--- src/rtl/prog_sequencer.sv ---
// rtl/prog_sequencer.sv - program counter sequencer with branch, call/return and a LIFO return stack
module prog_sequencer #(
  parameter int D           = 12,
  parameter int STACK_DEPTH = 4,
  parameter int RESET_ADDR  = 0
) (
  input  logic                               clk,
  input  logic                               reset,
  input  logic                               stall,
  input  logic                               branch_en,
  input  logic                               reljump_en,
  input  logic                               absjump_en,
  input  logic                               call_en,
  input  logic                               ret_en,
  input  logic [D-1:0]                       target,
  output logic [D-1:0]                       prog_ctr,
  output logic [$clog2(STACK_DEPTH+1)-1:0]   stack_depth,
  output logic                               stack_full,
  output logic                               stack_empty,
  output logic                               overflow_err,
  output logic                               underflow_err
);

  localparam int SW = $clog2(STACK_DEPTH + 1);
  localparam int AW = (STACK_DEPTH > 1) ? $clog2(STACK_DEPTH) : 1;
  localparam logic [SW-1:0] FULL_DEPTH = SW'(STACK_DEPTH);

  // Sized to a power of two so any AW-bit index stays in range.
  logic [D-1:0]  stack_mem [2**AW];
  logic [D-1:0]  pc_inc;
  logic [AW-1:0] push_idx;
  logic [AW-1:0] top_idx;

  assign pc_inc      = prog_ctr + D'(1);
  assign push_idx    = AW'(stack_depth);
  assign top_idx     = AW'(stack_depth - SW'(1));
  assign stack_full  = (stack_depth == FULL_DEPTH);
  assign stack_empty = (stack_depth == '0);

  always_ff @(posedge clk) begin
    if (reset) begin
      prog_ctr      <= D'(RESET_ADDR);
      stack_depth   <= '0;
      overflow_err  <= 1'b0;
      underflow_err <= 1'b0;
    end else if (stall) begin
      prog_ctr <= prog_ctr;
    end else if (ret_en) begin
      // A simultaneous call is dropped silently; return has priority.
      if (!stack_empty) begin
        prog_ctr    <= stack_mem[top_idx];
        stack_depth <= stack_depth - SW'(1);
      end else begin
        underflow_err <= 1'b1;
        prog_ctr      <= pc_inc;
      end
    end else if (call_en) begin
      if (!stack_full) begin
        stack_mem[push_idx] <= pc_inc;
        stack_depth         <= stack_depth + SW'(1);
        prog_ctr            <= target;
      end else begin
        overflow_err <= 1'b1;
        prog_ctr     <= pc_inc;
      end
    end else if (branch_en && reljump_en) begin
      prog_ctr <= prog_ctr + target;
    end else if (branch_en && absjump_en) begin
      prog_ctr <= target;
    end else begin
      prog_ctr <= pc_inc;
    end
  end

endmodule

--- config.mk ---
export PLATFORM = sky130hd
export DESIGN_NAME = prog_sequencer
export DESIGN_NICKNAME = d
export VERILOG_FILES = /design/src/rtl/prog_sequencer.sv
export SDC_FILE = /design/constraint.sdc
export NUM_CORES = 1
export LEC_CHECK = 0
export ABC_AREA = 1
export CAP_MARGIN = 20
export CORE_MARGIN = 4
export CORE_UTILIZATION = 45
export CTS_BUF_LIST = sky130_fd_sc_hd__clkbuf_4
export DETAILED_ROUTE_END_ITERATION = 10
export DONT_BUFFER_PORTS = 1
export GPL_TIMING_DRIVEN = 1
export HOLD_SLACK_MARGIN = 0.15
export PLACE_DENSITY = 0.71
export SLEW_MARGIN = 20
export SYNTH_ARGS = -nofsm -noshare
export SYNTH_HDL_FRONTEND = slang
export SYNTH_SLANG_ARGS = --single-unit
export TNS_END_PERCENT = 100
--- constraint.sdc ---
create_clock -name clk -period 3.3 [get_ports clk]
set_clock_uncertainty 0.2 [all_clocks]
set_input_delay 0.99 -clock clk [delete_from_list [all_inputs] [get_ports clk]]
set_output_delay 0.99 -clock clk [all_outputs]
set_load 0.1 [all_outputs]
=== Word-level counts from Yosys, hierarchy flattened ===
Memory sizes are Yosys's and may differ from the RTL's.
Index checks and enable logic that the tools add are counted.

* $add $sub $neg: 4
* Equality and inequality tests: 3
* Muxes and demuxes: 16
* Bitwise operators: 2
* Reduce and logical (&&, ||, !) cells: 7

{| class="wikitable"
|+ Operator list
! kind !! number
|-
| 2-to-1 mux 12 bit || 6
|-
| adder 12 x 1 -> 12 bit, second input constant || 1
|-
| adder 12 bit || 1
|-
| 2-to-1 mux 3 bit || 4
|-
| AND reduction 4 bit || 2
|-
| 2-to-1 mux 1 bit || 6
|-
| inequality test 2 bit, second input constant || 2
|-
| adder 3 x 1 -> 3 bit, second input constant || 1
|-
| equality test 3 bit, second input constant || 1
|-
| logical NOT 3 bit || 1
|-
| AND reduction 3 bit || 1
|-
| subtractor 3 x 1 -> 3 bit, second input constant || 1
|-
| logical AND 1 bit || 2
|-
| inverter 1 bit || 2
|-
| nonzero test 2 bit || 1
|}

* Register bits: 17
* Memory bits (writable): 48
* Bits of input ports: 20
* Output and inout port bits: 19
* Word-level logic and storage cells: 37
* Memories: 1

{| class="wikitable"
|+ Memory list
! name !! words !! bits a word !! read ports !! clocked after memory_dff !! write ports !! RTL line !! text
|-
| stack_mem || 4 || 12 || 1 || 0 || 1 || 29 || <nowiki>logic [D-1:0] stack_mem [2**AW];</nowiki>
|}

=== Logic depth before layout (Yosys ltp) ===
Gate-level depths: netlist of the first run.

* Depth after elaboration: 7
* Depth in mapped cells: 15
* Mapped depth without buffers: 15

=== Worst setup path after synthesis of the first run ===
Ideal clock, no wire load.

* Path kind: reg2reg
* From: register stack_depth[0]
* To: memory stack_mem[1][0] (enable)
* Setup time: 0.380 ns
* Arrival time: 3.430 ns
* Data required time: 2.720 ns
* Setup slack: -0.711 ns
* Stages on the path, launching flop included: 8
* Buffers on the path: 1
* Period minus slack after synthesis: 4.011 ns
* Cells stage by stage: dfxtp_1 > inv_2 > clkbuf_1 > ha_1 > ha_1 > nor2_2 > nand3_1 > nor2_1

* Cells in the longest elaborated chain, start to end: 7

{| class="wikitable"
|+ RTL lines
! element !! RTL line !! text
|-
| start, declared || 17 || <nowiki>output logic [$clog2(STACK_DEPTH+1)-1:0] stack_depth,</nowiki>
|-
| start signal, assigned || 52 || <nowiki>stack_depth <= stack_depth - SW'(1);</nowiki>
|-
| start signal, assigned || 60 || <nowiki>stack_depth <= stack_depth + SW'(1);</nowiki>
|-
| equality test 3 bit || 37 || <nowiki>assign stack_full = (stack_depth == FULL_DEPTH);</nowiki>
|-
| net stack_full || 18 || <nowiki>output logic stack_full,</nowiki>
|-
| 2-to-1 mux 1 bit || 58 || <nowiki>if (!stack_full) begin</nowiki>
|-
| 2-to-1 mux 1 bit || 57 || <nowiki>end else if (call_en) begin</nowiki>
|-
| 2-to-1 mux 1 bit || 48 || <nowiki>end else if (ret_en) begin</nowiki>
|-
| 2-to-1 mux 1 bit || 46 || <nowiki>end else if (stall) begin</nowiki>
|-
| 2-to-1 mux 1 bit || 41 || <nowiki>if (reset) begin</nowiki>
|-
| 2-to-1 mux 1 bit (implied by the code) || 59 || <nowiki>stack_mem[push_idx] <= pc_inc;</nowiki>
|-
| end, declared || 29 ||
|}

The timed path passes the listed nets, and every way through them passes these cells.

=== Final worst setup path of the first run ===
* From: register stack_depth[0]
* To: output stack_full

* Cells in the longest elaborated chain, start to end: 1

{| class="wikitable"
|+ RTL lines
! element !! RTL line
|-
| equality test 3 bit || 37
|-
| end, declared || 18
|}

Every way passes these cells.

==> results of run 1 <==
power breakdown:
part           internal, mW  switching, mW  total (mW)
clock                 0.234          0.284       0.519
combinational         0.185          0.457       0.642
sequential            0.910         0.0303       0.940
total                  1.33          0.772        2.10
logic make-up (layout without fill, tap and decap cells):
| group | count (synthesis) | in the layout | share of synthesized area (%) |
|---|---|---|---|
| AOI/OAI and AO/OA | 112 | 112 | 16.2 |
| xor gates and xnor gates | 9 | 9 | 2.14 |
| adders and majority gates | 19 | 19 | 6.09 |
| buffers and inverters | 88 | 118 | 8.36 |
| DFF | 65 | 65 | 44.3 |
| and+or+nand+nor | 222 | 222 | 23.0 |
flip-flops by register name, summed over array words and instances (netlist names):
register and flops:
overflow_err 1, stack_mem 48, stack_depth 3, underflow_err 1
prog_ctr 12
Yosys cell counts (6+ instances only):
cell | n | area, µm²
dfxtp_1 | 17 | 340
a21oi_1 | 27 | 135
clkbuf_1 | 10 | 37.5
nor2_1 | 57 | 214
nand3_1 | 26 | 130
edfxtp_1 | 48 | 1440
ha_1 | 18 | 225
inv_1 | 71 | 267
nand2_1 | 118 | 443
o22ai_1 | 17 | 106
o21ai_0 | 43 | 215
o221ai_1 | 6 | 52.6
layout make-up:
type	instances	area, µm²	share of cell area, %
Clock buffer	10	75.1	1.67
Tap cell	108	135	3.01
Inverter	73	274	6.10
Clock inverter	6	58.8	1.31
Sequential cell	65	1790	39.8
Multi-Input combinational cell	362	1920	42.7
Timing Repair Buffer	29	243	5.41
routing by layer:
layer  global-route usage (%)  vias up  wire, µm
li1                         -     1786         -
met1                     27.7     1642      4500
met2                     34.6      157      5040
met3                     4.33       29       758
met4                     11.7        0       415
met5                        0        -         0
worst paths after layout:
| path | start | endpoint | slack [ps] | cells after the start |
|---|---|---|---|---|
| min reg2reg | underflow_err | underflow_err | 290 | 1 |
| max reg2reg | prog_ctr[0] | prog_ctr[8] | 850 | 14 |
| min | underflow_err | underflow_err | 290 | 1 |
| max | stack_depth[0] | stack_full | 550 | 4 |
per-stage QoR:
stage               instances  setup slack, ps  hold slack, ps
detailed placement        637              402             267
global route              653              485             319
global placement          637              446             255
finish                    653              555             291
floorplan                 515             8.86             463
CTS                       653              525             294
worst max-delay path, stage by stage (launching register included):
cell     delay, ps
dfxtp_4        360
inv_2           50
ha_1           220
ha_1           310
buf_12         210
==> impl_metrics.tcl, run 1 <==
set metrics [dict create \
    setup_viol 0 \
    clockRootBuffer "clkbuf_4" \
    status "completed" \
    cts_tree "built" \
    place_area_um2 4360 \
    num_rows 34 \
    clk_pin_slew_worst_paths_ps 120 \
    grt_pass1_wl_um 17500 \
    syn_area_um2 4030 \
    htree_levels 3 \
    grt_usage_pct 21.7 \
    clock_sinks 65 \
    fin_nets 579 \
    drt_iter0_drc 267 \
    holdBufCountCts 0 \
    min_period_ps 2750 \
    die_x_um 103 \
    ctsResizeCount 0 \
    final_common_cell "nand2_1" \
    post_cts_buffers 0 \
    vias_per_cell 5.53 \
    vias 3614 \
    synthCells 515 \
    hold_viol 0 \
    grt_remaining_overflow 0 \
    syn2layout_area_growth_pct 11.5 \
    rsz0062_at_grt "false" \
    initial_utilization_pct 46.2 \
    antenna_found_initial 0 \
    clkLatencyLatePin_ps 400 \
    fmax_mhz 364 \
    dr.pass1.iters 5 \
    crit_required_ps 2110 \
    drt_wl_total_um 10700 \
    ys.flop_type "edfxtp_1" \
    syn_nets 554 \
    tightest_slew_ps 576 \
    layout_common_cells "nand2_1 (118), inv_1 (71), nor2_1 (53)" \
    p_leak_nw 1.93 \
    wl_per_cell_um 16.4 \
    fin_util_pct 51.5 \
    cap_violations 0 \
    drive_above_1_share_pct 11.4 \
    clockBufferDepth 2 \
    grt_max_degree 28 \
    start_kind "register" \
    die_y_um 103 \
    antenna_cells 0 \
    routabilityCongestion 0.990 \
    power_density_nw_per_um2 468 \
    synth_cell_types 36 \
    core_um2 8720 \
    ys_async_sr_fraction_pct 0 \
    synth_edf_count 48 \
    tns_ps 0 \
    hold_class "register to register" \
    path_max_fanout 3 \
    vdd_drop_max_mv 0.168 \
    io_pins 39 \
    relSlewSlack_pct 61.4 \
    io_buffers 0 \
    ys_ff_latch 65 \
    yosysSeqAreaShare_pct 44.3 \
    critPathKind "register to primary output" \
    fin_total_pwr_mw 2.10 \
    grt_pass1_vias 3498 \
    die_area_um2 10500 \
    min_period_over_period_pct 83.2 \
    yosysWarnings 0 \
    cts_buffers 9 \
    fin_area_um2 4490 \
    drc_errors 0 \
    cp.arrival_ps 1560 \
    endpoint_kind "primary output" \
    ant_nets 0 \
    avgSynthCellArea_um2 7.82 \
    hpwlAfterDp_um 8140 \
    final_max_slew_viol_count 0 \
    nFillCells 802 \
]
(Power assumes the default switching activity.)
==> inputs of run 2 (changes only) <==
--- a/config.mk
+++ b/config.mk
@@ -14,7 +14,7 @@
 export DONT_BUFFER_PORTS = 1
 export GPL_TIMING_DRIVEN = 1
 export HOLD_SLACK_MARGIN = 0.15
-export PLACE_DENSITY = 0.71
+export PLACE_DENSITY = 0.73
 export SLEW_MARGIN = 20
 export SYNTH_ARGS = -nofsm -noshare
 export SYNTH_HDL_FRONTEND = slang
==> constraint.sdc (replaced) <==
create_clock -name clk -period 2.5 [get_ports clk]
set_clock_uncertainty 0.2 [all_clocks]
set_input_delay 0.75 -clock clk [delete_from_list [all_inputs] [get_ports clk]]
set_output_delay 0.75 -clock clk [all_outputs]
set_load 0.1 [all_outputs]
==> run 2 against run 1 <==
Effect of this change:
- setup slack got worse by 470 ps
- die area did not move
- routed wire length fell by 2.7%
- via count barely moved
- power rose by 28%
- non-clock buffer count rose by 3
- core utilization rose by 0.76 points
- critical endpoint is now stack_empty
- largest cell class unchanged
- highest routed layer unchanged
==> impl_metrics.tcl, run 2 (synthesized netlist as in run 1, its figures left out) <==
set metrics [dict create \
    vdd_drop_max_mv 0.203 \
    min_period_ps 2420 \
    min_period_over_period_pct 96.6 \
    fin_nets 582 \
    seq_area_um2 1800 \
    grt_remaining_overflow 0 \
    die_x_um 103 \
    grt_max_degree 28 \
    core_um2 8720 \
    io_buffers 0 \
    fin_area_um2 4560 \
    clockBufferDepth 2 \
    drt_iter0_drc 241 \
    multi_input_area_um2 1990 \
    grt_usage_pct 21.1 \
    largest_register "stack_mem" \
    antenna_found_initial 0 \
    relSlewSlack_pct 66.6 \
    tightest_slew_ps 500 \
    final_max_slew_viol_count 0 \
    hpwlAfterDp_um 7840 \
    crit_required_ps 1550 \
    crit_top_cell "ha_4" \
    nFillCells 790 \
    grt_pass1_wl_um 17200 \
    largest_register_ffs 48 \
    p_leak_nw 1.93 \
    htree_levels 3 \
    num_rows 34 \
    fmax_mhz 414 \
    power_density_nw_per_um2 592 \
    path_max_fanout 3 \
    post_cts_buffers 0 \
    place_area_um2 4440 \
    path_delay_family "buffers and inverters" \
    drc_errors 0 \
    grt_pass1_vias 3467 \
    power.internal_mw 1.69 \
    routabilityCongestion 0.904 \
    rsz0062_at_grt "false" \
    clockRootBuffer "clkbuf_4" \
    hold_viol 0 \
    dp.cells 640 \
    place_ws_ps -26.8 \
    critPathKind "register to primary output" \
    fin_util_pct 52.3 \
    cp_cell_sequence "inv_1, ha_4, ha_4, buf_4" \
    final_common_cell "nand2_1" \
    p_sw_mw 1.00 \
    antenna_cells 0 \
    cap_violations 0 \
    p_sw_share_pct 37.2 \
    max_stage_delay_ps 350 \
    die_y_um 103 \
    io_pins 39 \
    p_clk_share_pct 21.5 \
    wl_per_cell_um 15.9 \
    holdBufCountCts 0 \
    tns_ps 0 \
    start_kind "register" \
    path_buf_inv 2 \
    status "completed" \
    combPwrFrac_pct 32.2 \
    cts_tree "built" \
    clock_sinks 65 \
    cts_buffers 9 \
    cp.arrival_ps 1470 \
    p_seq_share_pct 46.3 \
    largestRegisters "stack_mem: 48 flops, prog_ctr: 12 flops, stack_depth: 3 flops" \
    vias_per_cell 5.50 \
    fin_ws_ps 84.3 \
    slowest_stage "dfxtp_4" \
    final_cells 656 \
    endpoint_kind "primary output" \
    syn2layout_area_growth_pct 13.2 \
    setup_viol 0 \
    die_area_um2 10500 \
    ant_nets 0 \
    initial_utilization_pct 46.2 \
    drive_above_1_share_pct 13.7 \
    hold_class "input pin to register" \
    vias 3611 \
    dr.pass1.iters 5 \
    layout_common_cells "nand2_1 (118), inv_1 (71), nor2_1 (53)" \
    clk_pin_slew_worst_paths_ps 100 \
    drt_wl_total_um 10400 \
    clkLatencyLatePin_ps 380 \
]
run 2: changes by cell type in the layout (fill, tap and decap cells not counted), sizes merged:
cell / delta
clkbuf: +2
bufinv: -1
clkinvlp: -1
buf: +3
run 2: path summary, 6_finish.rpt:
check / from / to / slack [ps] / cells after the start
worst max-delay path: stack_depth[1] / stack_empty / 80 / 4
worst min-delay path: reset / prog_ctr[6] / 220 / 1
worst max register to register: prog_ctr[0] / prog_ctr[8] / 300 / 14
worst min register to register: overflow_err / overflow_err / 300 / 2
run 2: metrics by stage:
step / power [mW] / hold WS (ps)
after floorplan: 1.93 / 464
after global placement: 2.11 / 253
after detailed placement: 2.13 / 285
after CTS: 2.70 / 189
after global routing: 2.85 / 185
final: 2.70 / 216
run 2: layer usage:
| metal | share of wire [%] | up-vias | GRT usage, % |
|---|---|---|---|
| met5 | 0 | - | 0 |
| met1 | 43 | 1655 | 28.0 |
| li1 | - | 1798 | - |
| met2 | 47 | 132 | 33.8 |
| met3 | 6.8 | 26 | 4.53 |
| met4 | 2.9 | 0 | 7.97 |
run 2: repair_timing:
action / in CTS / in global routing
endpoints found under the setup margin: 0 / 1
resized for setup: 0 / 1
hold endpoints to repair: 0 / 0
run 2: area by class of cell:
type / count / share of cell area [%]
clock buffer: 12 / 1.98
clock inverter: 4 / 0.439
inverter: 73 / 6.07
multi-input combinational: 362 / 43.7
sequential: 65 / 39.5
tap: 108 / 2.97
timing repair buffer: 32 / 5.35
run 2: power groups by stage:
stage | Clock, mW | Sequential [mW] | Combinational [mW]
floorplan | 0 | 1.44 | 0.496
global placement | 0 | 1.27 | 0.843
detailed placement | 0 | 1.27 | 0.862
CTS | 0.589 | 1.25 | 0.866
global route | 0.640 | 1.25 | 0.960
finish | 0.581 | 1.25 | 0.869
